File: config.mk
export PLATFORM = sky130hd
export DESIGN_NAME = mult_div_ctrl_flat
export DESIGN_NICKNAME = d
export VERILOG_FILES = /design/src/rtl/mult_div_ctrl_if.sv /design/src/rtl/mult_div_ctrl.sv /design/src/flat_wrapper.sv
export SDC_FILE = /design/constraint.sdc
export NUM_CORES = 1
export LEC_CHECK = 0
export ABC_AREA = 1
export CAP_MARGIN = 20
export CORE_MARGIN = 1.5
export CORE_UTILIZATION = 40
export DETAILED_ROUTE_END_ITERATION = 12
export DONT_BUFFER_PORTS = 1
export SETUP_SLACK_MARGIN = 0.3
export SLEW_MARGIN = 20
export SYNTH_ARGS = -nofsm -noshare
export SYNTH_HDL_FRONTEND = slang
export SYNTH_SLANG_ARGS = --single-unit
File: constraint.sdc
create_clock -name clk -period 8.5 [get_ports clk]
set_input_delay 0.425 -clock clk [delete_from_list [all_inputs] [get_ports clk]]
set_output_delay 0.425 -clock clk [all_outputs]
set_load 0.02 [all_outputs]
File: src/rtl/mult_div_ctrl_if.sv
// mult_div_ctrl_if -- start/operand/result bundle between control_unit and
// the multiply/divide sequencer.
//   MultCtrl, DivCtrl : one-cycle start pulses (master -> slave)
//   A, B              : operands, latched by the sequencer at start
//   HI, LO            : result pair owned by the sequencer
//   multStop, DivStop : one-cycle completion pulses
//   DivZero           : one-cycle divide-by-zero pulse
//   busy              : operation in progress
interface mult_div_ctrl_if #(
  parameter int unsigned WIDTH = 32
);
  logic             MultCtrl;
  logic             DivCtrl;
  logic [WIDTH-1:0] A;
  logic [WIDTH-1:0] B;
  logic [WIDTH-1:0] HI;
  logic [WIDTH-1:0] LO;
  logic             multStop;
  logic             DivStop;
  logic             DivZero;
  logic             busy;

  modport master (
    output MultCtrl, DivCtrl, A, B,
    input  HI, LO, multStop, DivStop, DivZero, busy
  );

  modport slave (
    input  MultCtrl, DivCtrl, A, B,
    output HI, LO, multStop, DivStop, DivZero, busy
  );
endinterface

File: src/rtl/mult_div_ctrl.sv
// mult_div_ctrl -- iterative signed multiply/divide sequencer owning HI/LO.
//   clk   : system clock
//   reset : synchronous active-high reset
//   bus   : mult_div_ctrl_if.slave (start pulses, operands, HI/LO, status)
// Multiply is radix-2 Booth, divide is restoring division on magnitudes with
// a sign fix-up; both take WIDTH step cycles plus one fix-up cycle.
// Optional build macro MULTDIV_EARLY_EXIT_EN: a divide whose |A| < |B|
// skips the step cycles and completes at the first edge after start.
module mult_div_ctrl #(
  parameter int unsigned WIDTH = 32
) (
  input  logic            clk,
  input  logic            reset,
  mult_div_ctrl_if.slave  bus
);
  localparam int unsigned   CW   = $clog2(WIDTH) + 1;
  localparam logic [CW-1:0] LAST = CW'(WIDTH - 1);

  typedef enum logic [2:0] {IDLE, MULT, DIV, FIX, DONE, DZ} state_e;

  state_e             state_q;
  logic               is_div_q;
  logic               sign_a_q;
  logic               sign_b_q;
  logic [WIDTH-1:0]   opnd_q;   // multiplicand, or divisor magnitude
  logic [2*WIDTH:0]   acc_q;    // mult: {hi, lo, q-1}; div: {rem(W+1), quo(W)}
  logic [CW-1:0]      cnt_q;
  logic [WIDTH-1:0]   HI_q;
  logic [WIDTH-1:0]   LO_q;
  logic               multStop_q;
  logic               DivStop_q;
  logic               DivZero_q;
  logic               busy_q;

  logic [WIDTH-1:0]   mag_a;
  logic [WIDTH-1:0]   mag_b;
  logic               early_exit;
  logic [WIDTH:0]     booth_hi;
  logic [WIDTH:0]     booth_m;
  logic [WIDTH:0]     booth_sum;
  logic [2*WIDTH:0]   booth_next;
  logic [WIDTH:0]     rem_sh;
  logic [WIDTH:0]     dvsr;
  logic               ge;
  logic [2*WIDTH:0]   div_next;
  logic [WIDTH-1:0]   fix_hi;
  logic [WIDTH-1:0]   fix_lo;

  always_comb begin
    mag_a = bus.A[WIDTH-1] ? (~bus.A + 1'b1) : bus.A;
    mag_b = bus.B[WIDTH-1] ? (~bus.B + 1'b1) : bus.B;
`ifdef MULTDIV_EARLY_EXIT_EN
    early_exit = (mag_a < mag_b);
`else
    early_exit = 1'b0;
`endif
  end

  // Booth step: the add/sub is done one bit wider than hi so that
  // subtracting the most negative multiplicand cannot overflow; the extra
  // sign bit becomes the MSB after the arithmetic shift, keeping the
  // accumulator at 2W+1 bits.
  always_comb begin
    booth_hi = {acc_q[2*WIDTH], acc_q[2*WIDTH:WIDTH+1]};
    booth_m  = {opnd_q[WIDTH-1], opnd_q};
    case (acc_q[1:0])
      2'b01:   booth_sum = booth_hi + booth_m;
      2'b10:   booth_sum = booth_hi - booth_m;
      default: booth_sum = booth_hi;
    endcase
    booth_next = {booth_sum, acc_q[WIDTH:1]};
  end

  // Restoring step: shift {rem, quo} left one bit, subtract the divisor
  // from the remainder when it fits, and shift the outcome bit into quo.
  always_comb begin
    rem_sh   = {acc_q[2*WIDTH-1:WIDTH], acc_q[WIDTH-1]};
    dvsr     = {1'b0, opnd_q};
    ge       = (rem_sh >= dvsr);
    div_next = {(ge ? (rem_sh - dvsr) : rem_sh), acc_q[WIDTH-2:0], ge};
  end

  // Sign fix-up: quotient negated on differing signs (the -2^(W-1)/-1 case
  // wraps naturally), remainder follows the dividend's sign.
  always_comb begin
    fix_lo = (sign_a_q ^ sign_b_q) ? (~acc_q[WIDTH-1:0] + 1'b1)
                                   : acc_q[WIDTH-1:0];
    fix_hi = sign_a_q ? (~acc_q[2*WIDTH-1:WIDTH] + 1'b1)
                      : acc_q[2*WIDTH-1:WIDTH];
  end

  always_ff @(posedge clk) begin
    if (reset) begin
      state_q    <= IDLE;
      is_div_q   <= 1'b0;
      sign_a_q   <= 1'b0;
      sign_b_q   <= 1'b0;
      opnd_q     <= '0;
      acc_q      <= '0;
      cnt_q      <= '0;
      HI_q       <= '0;
      LO_q       <= '0;
      multStop_q <= 1'b0;
      DivStop_q  <= 1'b0;
      DivZero_q  <= 1'b0;
      busy_q     <= 1'b0;
    end else begin
      case (state_q)
        IDLE: begin
          if (bus.MultCtrl) begin
            opnd_q   <= bus.A;
            acc_q    <= {{WIDTH{1'b0}}, bus.B, 1'b0};
            cnt_q    <= '0;
            is_div_q <= 1'b0;
            busy_q   <= 1'b1;
            state_q  <= MULT;
          end else if (bus.DivCtrl) begin
            busy_q <= 1'b1;
            if (bus.B == '0) begin
              DivZero_q <= 1'b1;
              state_q   <= DZ;
            end else begin
              opnd_q   <= mag_b;
              sign_a_q <= bus.A[WIDTH-1];
              sign_b_q <= bus.B[WIDTH-1];
              cnt_q    <= '0;
              is_div_q <= 1'b1;
              if (early_exit) begin
                // Quotient 0, remainder |A| straight into the fix-up.
                acc_q   <= {1'b0, mag_a, {WIDTH{1'b0}}};
                state_q <= FIX;
              end else begin
                acc_q   <= {{(WIDTH+1){1'b0}}, mag_a};
                state_q <= DIV;
              end
            end
          end
        end
        MULT: begin
          acc_q <= booth_next;
          cnt_q <= cnt_q + 1'b1;
          if (cnt_q == LAST) state_q <= FIX;
        end
        DIV: begin
          acc_q <= div_next;
          cnt_q <= cnt_q + 1'b1;
          if (cnt_q == LAST) state_q <= FIX;
        end
        FIX: begin
          if (is_div_q) begin
            HI_q      <= fix_hi;
            LO_q      <= fix_lo;
            DivStop_q <= 1'b1;
          end else begin
            HI_q       <= acc_q[2*WIDTH:WIDTH+1];
            LO_q       <= acc_q[WIDTH:1];
            multStop_q <= 1'b1;
          end
          busy_q  <= 1'b0;
          state_q <= DONE;
        end
        DONE: begin
          multStop_q <= 1'b0;
          DivStop_q  <= 1'b0;
          state_q    <= IDLE;
        end
        DZ: begin
          DivZero_q <= 1'b0;
          busy_q    <= 1'b0;
          state_q   <= IDLE;
        end
        default: state_q <= IDLE;
      endcase
    end
  end

  assign bus.HI       = HI_q;
  assign bus.LO       = LO_q;
  assign bus.multStop = multStop_q;
  assign bus.DivStop  = DivStop_q;
  assign bus.DivZero  = DivZero_q;
  assign bus.busy     = busy_q;
endmodule

File: src/flat_wrapper.sv
// flat-port wrapper written by rule: the top's interface ports become plain ports
module mult_div_ctrl_flat 
#(
  parameter int unsigned WIDTH = 32
)
  (clk, reset, bus_MultCtrl, bus_DivCtrl, bus_A, bus_B, bus_HI, bus_LO, bus_multStop, bus_DivStop, bus_DivZero, bus_busy);
  mult_div_ctrl_if #(.WIDTH(WIDTH)) bus_i ();
  input  logic clk;
  input  logic reset;
  input wire logic [$bits(bus_i.MultCtrl)-1:0] bus_MultCtrl;
  input wire logic [$bits(bus_i.DivCtrl)-1:0] bus_DivCtrl;
  input wire logic [$bits(bus_i.A)-1:0] bus_A;
  input wire logic [$bits(bus_i.B)-1:0] bus_B;
  output wire logic [$bits(bus_i.HI)-1:0] bus_HI;
  output wire logic [$bits(bus_i.LO)-1:0] bus_LO;
  output wire logic [$bits(bus_i.multStop)-1:0] bus_multStop;
  output wire logic [$bits(bus_i.DivStop)-1:0] bus_DivStop;
  output wire logic [$bits(bus_i.DivZero)-1:0] bus_DivZero;
  output wire logic [$bits(bus_i.busy)-1:0] bus_busy;
  assign bus_i.MultCtrl = bus_MultCtrl;
  assign bus_i.DivCtrl = bus_DivCtrl;
  assign bus_i.A = bus_A;
  assign bus_i.B = bus_B;
  assign bus_HI = bus_i.HI;
  assign bus_LO = bus_i.LO;
  assign bus_multStop = bus_i.multStop;
  assign bus_DivStop = bus_i.DivStop;
  assign bus_DivZero = bus_i.DivZero;
  assign bus_busy = bus_i.busy;
  mult_div_ctrl #(.WIDTH(WIDTH)) u_core (.clk(clk), .reset(reset), .bus(bus_i));
endmodule
Word-level counts from Yosys, hierarchy flattened
Cells that the tools add are included.
Storage, ports and cells
  flip-flop bits (word level): 177
  bits of input ports: 68
  output and inout port bits: 68
  logic and storage cells: 106
Operators by class
  add/subtract/negate cells: 8
  order comparisons: 1
  equality and inequality tests: 18
  mux-type cells: 38
  bitwise operators: 7
  reductions and logical operators: 20
Operators by type and width (number)
  $mux W32: 9
  $mux W65: 3
  $pmux W65 S3: 1
  $add A32 B1 Y32 const B: 4
  $not A32 Y32: 4
  $pmux W33 S2: 1
  $add A32 B32 Y33: 1
  $ge A33 B32 Y1: 1
  $mux W33: 1
  $sub A32 B32 Y33: 1
  $sub A33 B32 Y33: 1
  $logic_not A32 Y1: 1
  $mux W6: 3
  $mux W3: 4
  $pmux W6 S2: 1
  $reduce_and A4 Y1: 3
  $mux W1: 10
  $reduce_bool A2 Y1: 5
  $pmux W3 S3: 1
  $reduce_and A3 Y1: 3
  $ne A2 B2 Y1 const B: 4
  $pmux W1 S2: 4
  $reduce_and A2 Y1: 4
  $add A6 B1 Y6 const B: 1
  14 further kinds: 21

Logic depth before layout (Yosys ltp)
Gate-level depths: netlist of run 1.
  depth after elaboration: 7
  depth in mapped cells: 26

Worst setup path after synthesis of run 1
OpenSTA, ideal clock, no wires.
  path type: reg-to-reg
  from: register u_core.acc_q[0]
  to: register u_core.acc_q[58]
  library setup time: 110 ps
  arrival time: 2986 ps
  required time: 8390 ps
  path slack: 5404 ps
  cell stages (with the launch flop): 24
  period minus slack after synthesis: 3096 ps
  cells stage by stage: dfxtp_1 -> inv_1 -> ha_1 -> clkbuf_1 -> inv_1 -> clkbuf_1 -> buf_1 -> nand2_1 -> xor2_1 -> inv_1 -> ha_1 -> nand2_1 -> o21ai_0 -> nand2_1 -> nand2_1 -> nand2_1 -> nand2_1 -> nand2_1 -> nand3_1 -> nand3_1 -> nand2_1 -> nand3_1 -> nand2_1 -> inv_1
Between the ends
  word-level cells in the longest chain between the ends: 3
RTL lines
  from (decl): RTL line mult_div_ctrl.sv:26  | logic [2*WIDTH:0] acc_q;
  from (signal assigned): RTL line mult_div_ctrl.sv:112  | acc_q <= {{WIDTH{1'b0}}, bus.B, 1'b0};
  from (signal assigned): RTL line mult_div_ctrl.sv:130  | acc_q <= {1'b0, mag_a, {WIDTH{1'b0}}};
  from (signal assigned): RTL line mult_div_ctrl.sv:133  | acc_q <= {{(WIDTH+1){1'b0}}, mag_a};
  $eq A2 B2 Y1 / $eq A2 B1 Y1 (equally long branches): RTL line mult_div_ctrl.sv:66  | case (acc_q[1:0])
  $pmux W33 S2 *: RTL line mult_div_ctrl.sv:66
  $pmux W65 S3 *: RTL line mult_div_ctrl.sv:108  | case (state_q)
Mark *: on every way between the ends. The rest lies on a longest branch, timed or not.
A chain may end at the register's enable or synchronous reset.

Worst setup path after layout of run 1
  from: register u_core.acc_q[0]
  to: register u_core.acc_q[47]
Same word-level chain as after synthesis.

==> summary.md, run 1 <==
| Metric | Value |
|---|---|
| Yosys cell types | `between 50 and 60` |
| CTS H-tree lvls | `4` |
| Place WS | `about 4200 ps` |
| Die ar. | `approximately 0.046 mm2` |
| Tot Pwr | `roughly 10 mW` |
| Clock Pin Slew Worst Setup and Hold Paths | `~80 ps` |
| Row Count | `76` |
| WS Path Type | `reg -> reg` |
| Final core utilization | `43.1%` |
| Hold path cells | `3` |
| Post-Route Setup TNS | `0 ps` |
| Initial Util | `40.8%` |
| Sequential Power Share | `between 10% and 20%` |
| DRC | `0` |
| CP Launch Type | `register` |
| DP Wirelength | `around 70 mm` |
| Worst setup margin | `approximately 4200 ps` |
| Tcrit/Tclk final | `about 51%` |
| Peak VDD IR | `~0.29 mV` |
| Fin Clk Skew | `approximately 18 ps` |
| Area grow syn2layout | `5.48%` |
| Initial antenna violation count | `1` |
| Cell Area, Synth | `between 0.015 and 0.02 mm2` |
| Post-synth EDFFs | `0` |
| Most common cell after layout, fill and taps aside | `nand2_1` |
| First-pass GRT wire length | `between 100 and 150 mm` |
| TritonCTS clock tree | `yes` |
| Ant. Diodes | `0` |
| Combinational group share of total power | `between 70 and 80%` |
| Crit. path cell count | `19` |
| Clock root cell | `clkbuf_16` |
| Routed Antenna Nets | `0` |
| Final net count | `about 3200` |
| Cells after DPL | `3644` |
| Leak | `about 8.8 nW` |
| Max-Cap Viols | `0` |
| #FFs+latches synth | `approximately 180` |
| Total GRT Usage | `between 30% and 40%` |
| Syn Nets | `roughly 3300` |
| I/O pins | `136` |
| Clock share of power | `approximately 8.2%` |
| Worst-Margin Slew | `1030 ps` |
| Worst-Skew Late Latency | `just over 500 ps` |
| CP max-delay cell | `inv_1` |
| Top delay family on crit path | `simple AND/OR/NAND/NOR gates` |
| CTS Buf Count | `17` |
| Vias in the first global route | `about 20000` |
| Vias | `21078` |
| Critical Path End Type | `register` |
| Final hold violation count | `0` |
| YS warnings | `0` |
| Largest net degree at the start of global routing | `77` |
| Wire per inst | `roughly 24 um` |
| PD cells | `between 500 and 600 mW/mm2` |
| Hold WC Path Type | `in -> reg` |
| Status | `completed` |
| CP required | `approximately 8900 ps` |
| Post-synth ARST share | `0%` |
| Part of the Yosys area used for sequential elements | `20.0%` |
| DRT iter0 DRCs | `between 2000 and 2500` |
| Clock sink count | `approximately 180` |
| Post-route cell area | `~0.019 mm2` |
| Synth Instances | `about 3200` |
| Hold slack | `roughly 60 ps` |
| Max incr delay on CP | `around 510 ps` |
| RePlAce Congestion | `1.11` |
| DR pass1 iterations | `5` |
| FMAX | `between 200 and 250 MHz` |
| Core ar. | `0.0434 mm2` |
| WP data arrival | `between 4000 and 5000 ps` |
| Unrepaired setup endpoints after global routing | `false` |
| Commonest cells after routing, fill and taps aside | `916 x nand2_1, 426 x inv_1, 321 x nor2_1` |
| Post-Layout Cell Count | `roughly 3700` |
| Input/output buffers | `0` |
| Post-Syn Area per Cell | `between 5 and 6 um2` |
| Final min period | `4310 ps` |
| WP buf/inv | `5` |
| Pint | `~3.4 mW` |
| Placement Cell Area | `about 0.018 mm2` |
| Via density per instance | `5.73` |
| Sw Ratio | `64.8%` |
| Cell depth of the worst flop-to-flop path | `19` |
| Final wirelength | `around 90 mm` |
| Final Max Slew Viols | `0` |
| Die Y | `between 200 and 250 um` |
| # fillers | `between 4000 and 5000` |
| Die X-Extent | `approximately 210 um` |
| Worst-path fanout max | `20` |
| Max-slew headroom | `a little under a third` |
| Ys flop type | `dfxtp_1` |
| Gr ovfl total | `0` |
| Layout cells sized above 1 | `roughly 3.6%` |
| Clk buf depth | `2` |
| NetSw | `6.34 mW` |
| Worst path cell trace | `inv_1, ha_1, buf_4, inv_1, nand2_1, o21ai_0, xor2_1, inv_1, ha_1, nand2_1, nor2_1, inv_1, nor3_1, nand2_1, nand2_1, a21oi_1, o21ai_0, a21oi_1, a21oi_1` |
| # setup viols final | `0` |
-- layer usage --
metal / global-route usage (%) / routed length, um
met4: 28.9 / 7350
met2: 61.2 / 38600
met5: 0 / 12
met1: 46.6 / 34200
met3: 7.95 / 7720
-- cells in the mapped netlist (all sizes together), types with 17 or more instances --
cell	instances	area [um2]
nand2	925	3510
inv	440	1650
nor2	332	1280
a21oi	287	1460
nand3	239	1230
o21ai	232	1170
dfxtp	177	3540
ha	72	901
clkbuf	71	267
xor2	65	569
nor3	49	282
buf	45	289
a31oi	42	263
o22ai	42	263
nand4	29	181
o211ai	22	165
xnor2	18	158
nor4	17	106
-- power groups by stage --
stage | combinational (mW) | sequential, mW | clock (mW)
CTS | 7.26 | 1.52 | 0.805
floorplan | 4.84 | 1.30 | 0
global placement | 7.23 | 1.54 | 0
global route | 8.06 | 1.55 | 0.837
finish | 7.43 | 1.55 | 0.802
detailed placement | 7.23 | 1.54 | 0
-- cells by family (layout without fill, tap and decap cells) --
group	count (synthesis)	in the layout	share of synthesized area, %
AO/OA/AOI/OAI	657	657	20.2
flip-flops	177	177	20.0
AND/OR/NAND/NOR	1609	1609	37.9
XOR/XNOR	83	83	4.10
buffers and inverters	556	494	12.5
adder cells (fa/ha/maj)	74	74	5.31
-- cell type report --
cell class | count | area (um2) | area share (%)
clock buffers | 19 | 453 | 2.42
multi-input cells | 2423 | 12000 | 64.1
repair buffers | 22 | 205 | 1.10
inverters | 440 | 1650 | 8.84
well taps | 585 | 732 | 3.92
flip-flops and latches | 177 | 3540 | 19.0
clock inverters | 13 | 119 | 0.636
-- sequential cells by signal, summed over array words and instances (netlist names) --
name and flops:
u_core.acc_q 65, u_core.bus.DivStop 1, u_core.bus.DivZero 1, u_core.bus.HI 32
u_core.bus.LO 32, u_core.bus.busy 1, u_core.bus.multStop 1, u_core.cnt_q 6
u_core.is_div_q 1, u_core.opnd_q 32, u_core.sign_a_q 1, u_core.sign_b_q 1
u_core.state_q 3
-- final timing paths --
kind | slack [ps] | startpoint | end
hold / removal | 60 | reset | u_core.acc_q[64]
setup / recovery | 4190 | u_core.acc_q[0] | u_core.acc_q[47]
setup reg to reg | 4190 | u_core.acc_q[0] | u_core.acc_q[47]
hold reg to reg | 490 | u_core.sign_b_q | u_core.sign_b_q
-- repair_timing --
| action | CTS | global route |
|---|---|---|
| resized for setup | 0 | 0 |
| endpoints found under the setup margin | 0 | 0 |
| hold buffers | 2 | 0 |
| buffers inserted | 0 | 0 |
| endpoints found under the hold margin | 76 | 0 |
-- worst min-delay path, delay by kind of cell --
| kind | cells | cell delay (ps) |
|---|---|---|
| AOI/OAI and AO/OA | 1 | 20 |
| and+or+nand+nor | 1 | 50 |
| buffers and inverters | 1 | 30 |
Power figures use the tool's default switching activity.
==> run 2, diff against run 1 <==
- ABC_AREA: 1 -> 0
- clock period: 8.5 -> 4.2 ns (I/O delays scaled with it)
==> summary.md, run 2 <==
| Metric | Value |
|---|---|
| Synth Instances | `between 2000 and 2500` |
| Synth cell count leaders | `261 x nor2_1, 242 x nand2_1, 194 x a21oi_1, 177 x dfxtp_1, 140 x clkbuf_1` |
| Synth area leaders | `dfxtp_1 23%, nor2_1 6.3%, a21oi_1 6.3%` |
| Via density per instance | `a little over 6` |
| Placement Cell Area | `roughly 0.016 mm2` |
| Initial Util | `40.9%` |
| DR top layer | `met5` |
| DP Wirelength | `around 44 mm` |
| Vias in the first global route | `roughly 15000` |
| First-pass GRT wire length | `89.8 mm` |
| WL met2 | `around 27 mm` |
| Area grow syn2layout | `17.2%` |
| Post-synth EDFFs | `0` |
| Max reg flops | `65` |
| CP Launch Type | `register` |
| Post-Route Setup TNS | `0 ps` |
| Worst-Skew Late Latency | `around 470 ps` |
| Syn Nets | `2288` |
| Tcrit/Tclk final | `90.0%` |
| Worst-Margin Slew | `1110 ps` |
| Cell Area, Synth | `about 0.015 mm2` |
| Most frequent cell after synthesis | `nor2_1` |
| YS warnings | `0` |
| Largest Register | `u_core.acc_q` |
| Commonest cells after routing, fill and taps aside | `254 x nor2_1, 241 x nand2_1, 191 x a21oi_1` |
| Part of the Yosys area used for sequential elements | `22.9%` |
| Hold WC Path Type | `in -> reg` |
| Post-synth ARST share | `0%` |
| DRC | `0` |
| Fin Clk Skew | `~21 ps` |
| Max-Cap Viols | `0` |
| Core ar. | `roughly 0.038 mm2` |
| Max-slew headroom | `around a quarter` |
| M1 wire length | `25.0 mm` |
| Area leader, netlist | `dfxtp_1` |
| Yosys cell types | `73` |
| WS Path Type | `reg -> reg` |
| Total GRT Usage | `between 20% and 30%` |
| Die Y | `about 200 um` |
| Worst path cell trace | `inv_1, nand3_1, nor3_2, and2_4, and3_4, inv_1, nor4_2, buf_4, a21oi_1, xnor2_1, ha_2, and3_4, nand2_2, a2111oi_4, buf_4, o221ai_2, or3_1, a311oi_1` |
| Failing checks | `negative hold slack` |
| WP buf/inv | `4` |
| Final net count | `2341` |
| Die X-Extent | `roughly 200 um` |
| Yosys top cell area share | `22.9%` |
| Most common cell after layout, fill and taps aside | `nor2_1` |
| Die ar. | `about 0.04 mm2` |
| Wire per inst | `approximately 22 um` |
| Largest net degree at the start of global routing | `approximately 110` |
| # setup viols final | `0` |
| Final Max Slew Viols | `0` |
| Clock Pin Slew Worst Setup and Hold Paths | `roughly 80 ps` |
| Layout cells sized above 1 | `~11%` |
| Clock sink count | `roughly 180` |
| CTS H-tree lvls | `4` |
| CP required | `between 4000 and 5000 ps` |
| Max incr delay on CP | `380 ps` |
| Routed wl met3 | `~6 mm` |
| Gr ovfl total | `0` |
| Critical Path End Type | `register` |
| Clk buf depth | `2` |
| I/O pins | `roughly 140` |
| Input/output buffers | `0` |
| Final wirelength | `60.0 mm` |
| Vias | `16610` |
| Tot Pwr | `around 11 mW` |
| Initial antenna violation count | `2` |
| Clock root cell | `clkbuf_16` |
| Leak | `between 7 and 8 nW` |
| PD cells | `roughly 620 mW/mm2` |
| Final min period | `3780 ps` |
| Post-Syn Area per Cell | `7.21 um2` |
| Worst-path fanout max | `4` |
| Hold slack | `-1.47 ps` |
| #FFs+latches synth | `approximately 180` |
| Ant. Diodes | `0` |
| Status | `complete, but fails checks` |
| DR pass1 iterations | `8` |
| Row Count | `about 70` |
| Peak VDD IR | `about 0.33 mV` |
| Unrepaired setup endpoints after global routing | `true` |
| WP data arrival | `4160 ps` |
| CP max-delay cell | `or3_1` |
| Routed Antenna Nets | `0` |
| CTS Buf Count | `17` |
| Final hold violation count | `1` |
| Post-route cell area | `approximately 0.018 mm2` |
| FMAX | `~260 MHz` |
| Ys flop type | `dfxtp_1` |
| Final core utilization | `between 40 and 50%` |
| RePlAce Congestion | `0.998` |
| Top delay family on crit path | `simple AND/OR/NAND/NOR gates` |
| TritonCTS clock tree | `yes` |
| DRT iter0 DRCs | `about 1500` |
-- run 2: changes by cell type in the layout (fill, tap and decap cells not counted), sizes merged, moves of 32 or more --
| cell | delta |
|---|---|
| nand2 | -683 |
| inv | -365 |
| nand3 | -216 |
| o21ai | -101 |
| a21oi | -93 |
| buf | +91 |
| dlygate4sd3 | +86 |
| xnor2 | +83 |
| a211oi | +79 |
| nor2 | -71 |
| mux2i | +46 |
| o22ai | -36 |
| xor2 | +32 |
-- run 2: layout make-up --
| type | instances | area (um2) |
|---|---|---|
| repair buffers | 198 | 1770 |
| well taps | 511 | 639 |
| fillers | 3864 | 19700 |
| clock inverters | 13 | 121 |
| flip-flops and latches | 177 | 3560 |
| multi-input cells | 1734 | 11300 |
| inverters | 71 | 274 |
| clock buffers | 19 | 433 |
-- run 2: path summary, 6_finish.rpt --
path              slack, ps               from                 to  cells past startpoint
setup reg to reg        420   u_core.opnd_q[4]   u_core.acc_q[63]                     18
hold / removal           -1           bus_A[8]   u_core.opnd_q[8]                      4
hold reg to reg         510  u_core.opnd_q[18]  u_core.opnd_q[18]                      2
setup / recovery        420   u_core.opnd_q[4]   u_core.acc_q[63]                     18
-- run 2: kinds of logic (layout without fill, tap and decap cells) --
family	after synthesis	after routing	synth area share (%)
AND/OR/NAND/NOR	723	723	21.2
buffers and inverters	235	301	5.78
adder cells (fa/ha/maj)	74	74	6.08
XOR/XNOR	198	198	11.2
multiplexers	61	61	4.07
flip-flops	177	177	22.9
AO/OA/AOI/OAI	678	678	28.8
-- run 2: metal layers --
metal / track usage (%) / vias up
li1: - / 7902
met1: 38.2 / 7859
met2: 45.6 / 720
met3: 8.30 / 125
met4: 13.6 / 4
met5: 0 / -
-- run 2: worst register-to-register path, delay by kind of cell, from the launching register on --
kind / cells / cell delay [ps]
adder cells (fa/ha/maj): 1 / 360
AO/OA/AOI/OAI: 4 / 650
buffers and inverters: 4 / 500
XOR/XNOR: 1 / 140
flip-flops: 1 / 370
AND/OR/NAND/NOR: 8 / 1650
-- run 2: repair_timing --
action                                  4_1_cts  5_1_grt
buffers inserted                              5       14
hold buffers                                 88        0
gates resized for setup                      15       55
endpoints found under the hold margin       172        0
pin swaps                                     5       28
endpoints found under the setup margin        7       19
-- run 2: where the power goes --
part | internal, mW | switching (mW)
logic | 3.08 | 4.24
clock network | 0.783 | 0.812
registers | 1.93 | 0.446
total | 5.79 | 5.50
-- run 2: through the flow --
| step | worst slack (ps) | cells |
|---|---|---|
| 2_1_floorplan | 311 | 2146 |
| 3_3_place_gp | 197 | 2584 |
| 5_1_grt | 224 | 2723 |
| 6_report | 420 | 2723 |
| 4_1_cts | 301 | 2709 |
| 3_5_place_dp | 93.7 | 2584 |
==> run 3, diff against run 2 <==
- CORE_UTILIZATION: 40 -> 51
- MAX_ROUTING_LAYER: default -> met4
- PLACE_DENSITY: default -> 0.66
==> summary.md, run 3 (synthesis results as in run 2) <==
| Metric | Value |
|---|---|
| Final core utilization | `approximately 61%` |
| Final net count | `about 2400` |
| Hold Startpoint | `reset` |
| Worst-Margin Slew | `957 ps` |
| Area grow syn2layout | `17.4%` |
| TritonCTS clock tree | `yes` |
| Vias | `~17000` |
| Crit. path cell count | `19` |
| FMAX | `roughly 260 MHz` |
| Die Y | `177 um` |
| Status | `completed` |
| CTS H-tree lvls | `4` |
| WP buf/inv | `7` |
| Input/output buffers | `0` |
| Clock sink count | `approximately 180` |
| Layout cells sized above 1 | `under 10%` |
| CP Launch Type | `register` |
| Die X-Extent | `roughly 180 um` |
| Worst Setup EP | `u_core.acc_q[63]` |
| Clk buf depth | `2` |
| Max incr delay on CP | `380 ps` |
| Core ar. | `between 0.02 and 0.03 mm2` |
| Clock root cell | `clkbuf_16` |
| CP max-delay cell | `or3_1` |
| Pint | `roughly 5.7 mW` |
| CP required | `about 4600 ps` |
| Sequential Power Share | `about 22%` |
| Clock share of power | `14.4%` |
| Fin Clk Skew | `12.0 ps` |
| Worst reg2reg endpoint | `u_core.acc_q[63]` |
| Final hold violation count | `0` |
| PD cells | `613 mW/mm2` |
| DR pass1 iterations | `6` |
| Worst-path fanout max | `5` |
| Tcrit/Tclk final | `slightly above 90%` |
| Initial antenna violation count | `0` |
| Largest net degree at the start of global routing | `112` |
| Total GRT Usage | `between 30% and 40%` |
| Ant. Diodes | `0` |
| Final Max Slew Viols | `0` |
| RePlAce Congestion | `1.02` |
| Row Count | `63` |
| I/O pins | `between 100 and 150` |
| CP Launch Point | `u_core.opnd_q[1]` |
| Largest Register | `u_core.acc_q` |
| Most common cell after layout, fill and taps aside | `nor2_1` |
| NetSw | `~5.4 mW` |
| Max-slew headroom | `36.0%` |
| Post-Route Setup TNS | `0 ps` |
| Peak VDD IR | `0.476 mV` |
| Final min period | `approximately 3800 ps` |
| Cell depth of the worst flop-to-flop path | `19` |
| Worst setup margin | `around 390 ps` |
| Worst reg-to-reg setup slack | `390 ps` |
| WS Path Type | `reg -> reg` |
| Initial Util | `~52%` |
| Die ar. | `between 0.03 and 0.04 mm2` |
| Place WS | `~10 ps` |
| Flip-flop and latch area | `approximately 0.0036 mm2` |
| R2r startpoint | `u_core.opnd_q[1]` |
| DRC | `0` |
| DRT iter0 DRCs | `about 1900` |
| Top delay family on crit path | `simple AND/OR/NAND/NOR gates` |
| Via density per instance | `6.44` |
| Tot Pwr | `about 11 mW` |
| # fillers | `~2800` |
| Routed Antenna Nets | `0` |
| Sw Ratio | `roughly half` |
| First-pass GRT wire length | `85.6 mm` |
| Hold WC Path Type | `in -> reg` |
| DP Wirelength | `around 41 mm` |
| Unrepaired setup endpoints after global routing | `true` |
| Area of the multi-input gates | `between 0.01 and 0.015 mm2` |
| Final wirelength | `approximately 57 mm` |
| Gr ovfl total | `0` |
| Worst-Skew Late Latency | `around 450 ps` |
| Vias in the first global route | `roughly 15000` |
| Clock Pin Slew Worst Setup and Hold Paths | `about 80 ps` |
| Max-Cap Viols | `0` |
| Critical Path End Type | `register` |
| Wire per inst | `around 22 um` |
| Leak | `around 7.3 nW` |
| WP data arrival | `4170 ps` |
| Max reg flops | `65` |
| Commonest cells after routing, fill and taps aside | `256 x nor2_1, 241 x nand2_1, 189 x a21oi_1` |
| Worst path cell trace | `inv_4, ha_4, nor4b_4, nand4_1, buf_6, buf_6, buf_6, nor4_4, buf_4, a21oi_2, xnor2_2, ha_2, buf_4, buf_4, o21ai_1, a21boi_1, o221ai_2, or3_1, a311oi_1` |
| # setup viols final | `0` |
| Combinational group share of total power | `about 64%` |
| CTS Buf Count | `17` |
run 3: worst min-delay path, cell delays in order:
cell	delay (ps)
inv_1	70
o21ai_0	80
a31oi_1	40
run 3: power by group through the flow:
stage / Sequential [mW] / Clock, mW / Combinational (mW)
after global routing: 2.42 / 1.69 / 7.71
after floorplan: 2.23 / 0 / 4.82
final: 2.39 / 1.61 / 7.14
after CTS: 2.38 / 1.62 / 6.79
after global placement: 2.41 / 0 / 6.46
after detailed placement: 2.42 / 0 / 6.52
run 3: stage by stage:
stage / cells / hold WS, ps / cell area [um2]
detailed placement: 2456 / 298 / 16000
finish: 2622 / 12.0 / 18200
global placement: 2456 / 295 / 16000
CTS: 2610 / 3.86 / 17900
global route: 2622 / 21.3 / 18200
floorplan: 2146 / 394 / 15500
run 3: area by class of cell:
| type | count | share of cell area (%) |
|---|---|---|
| inverters | 71 | 1.50 |
| clock inverters | 15 | 0.793 |
| flip-flops and latches | 177 | 19.6 |
| multi-input cells | 1734 | 62.1 |
| clock buffers | 17 | 2.34 |
| well taps | 390 | 2.69 |
| repair buffers | 218 | 11.0 |
run 3: worst min-delay path by stage:
stage | depth (start not counted) | endpoint | slack, ps
2_1_floorplan | 2 | u_core.state_q[2] | 390
3_3_place_gp | 1 | u_core.bus.HI[4] | 300
3_5_place_dp | 1 | u_core.bus.HI[8] | 300
4_1_cts | 3 | u_core.acc_q[25] | 4
5_1_grt | 3 | u_core.acc_q[64] | 20
6_report | 3 | u_core.acc_q[59] | 10
run 3: timing repair:
| action | CTS | global route |
|---|---|---|
| pin swaps | 4 | 29 |
| endpoints found under the setup margin | 7 | 13 |
| endpoints found under the hold margin | 172 | 0 |
| buffers inserted | 6 | 11 |
| hold buffers | 116 | 0 |
| resized for setup | 7 | 54 |
run 3: layer usage:
metal	track usage, %	share of wire (%)	wire length (um)	vias to the layer above
li1	-	-	-	7959
met1	49.1	44	24700	7915
met3	7.13	10	5920	102
met2	52.8	43	24300	905
met5	-	0	0	-
met4	11.3	2.8	1580	0
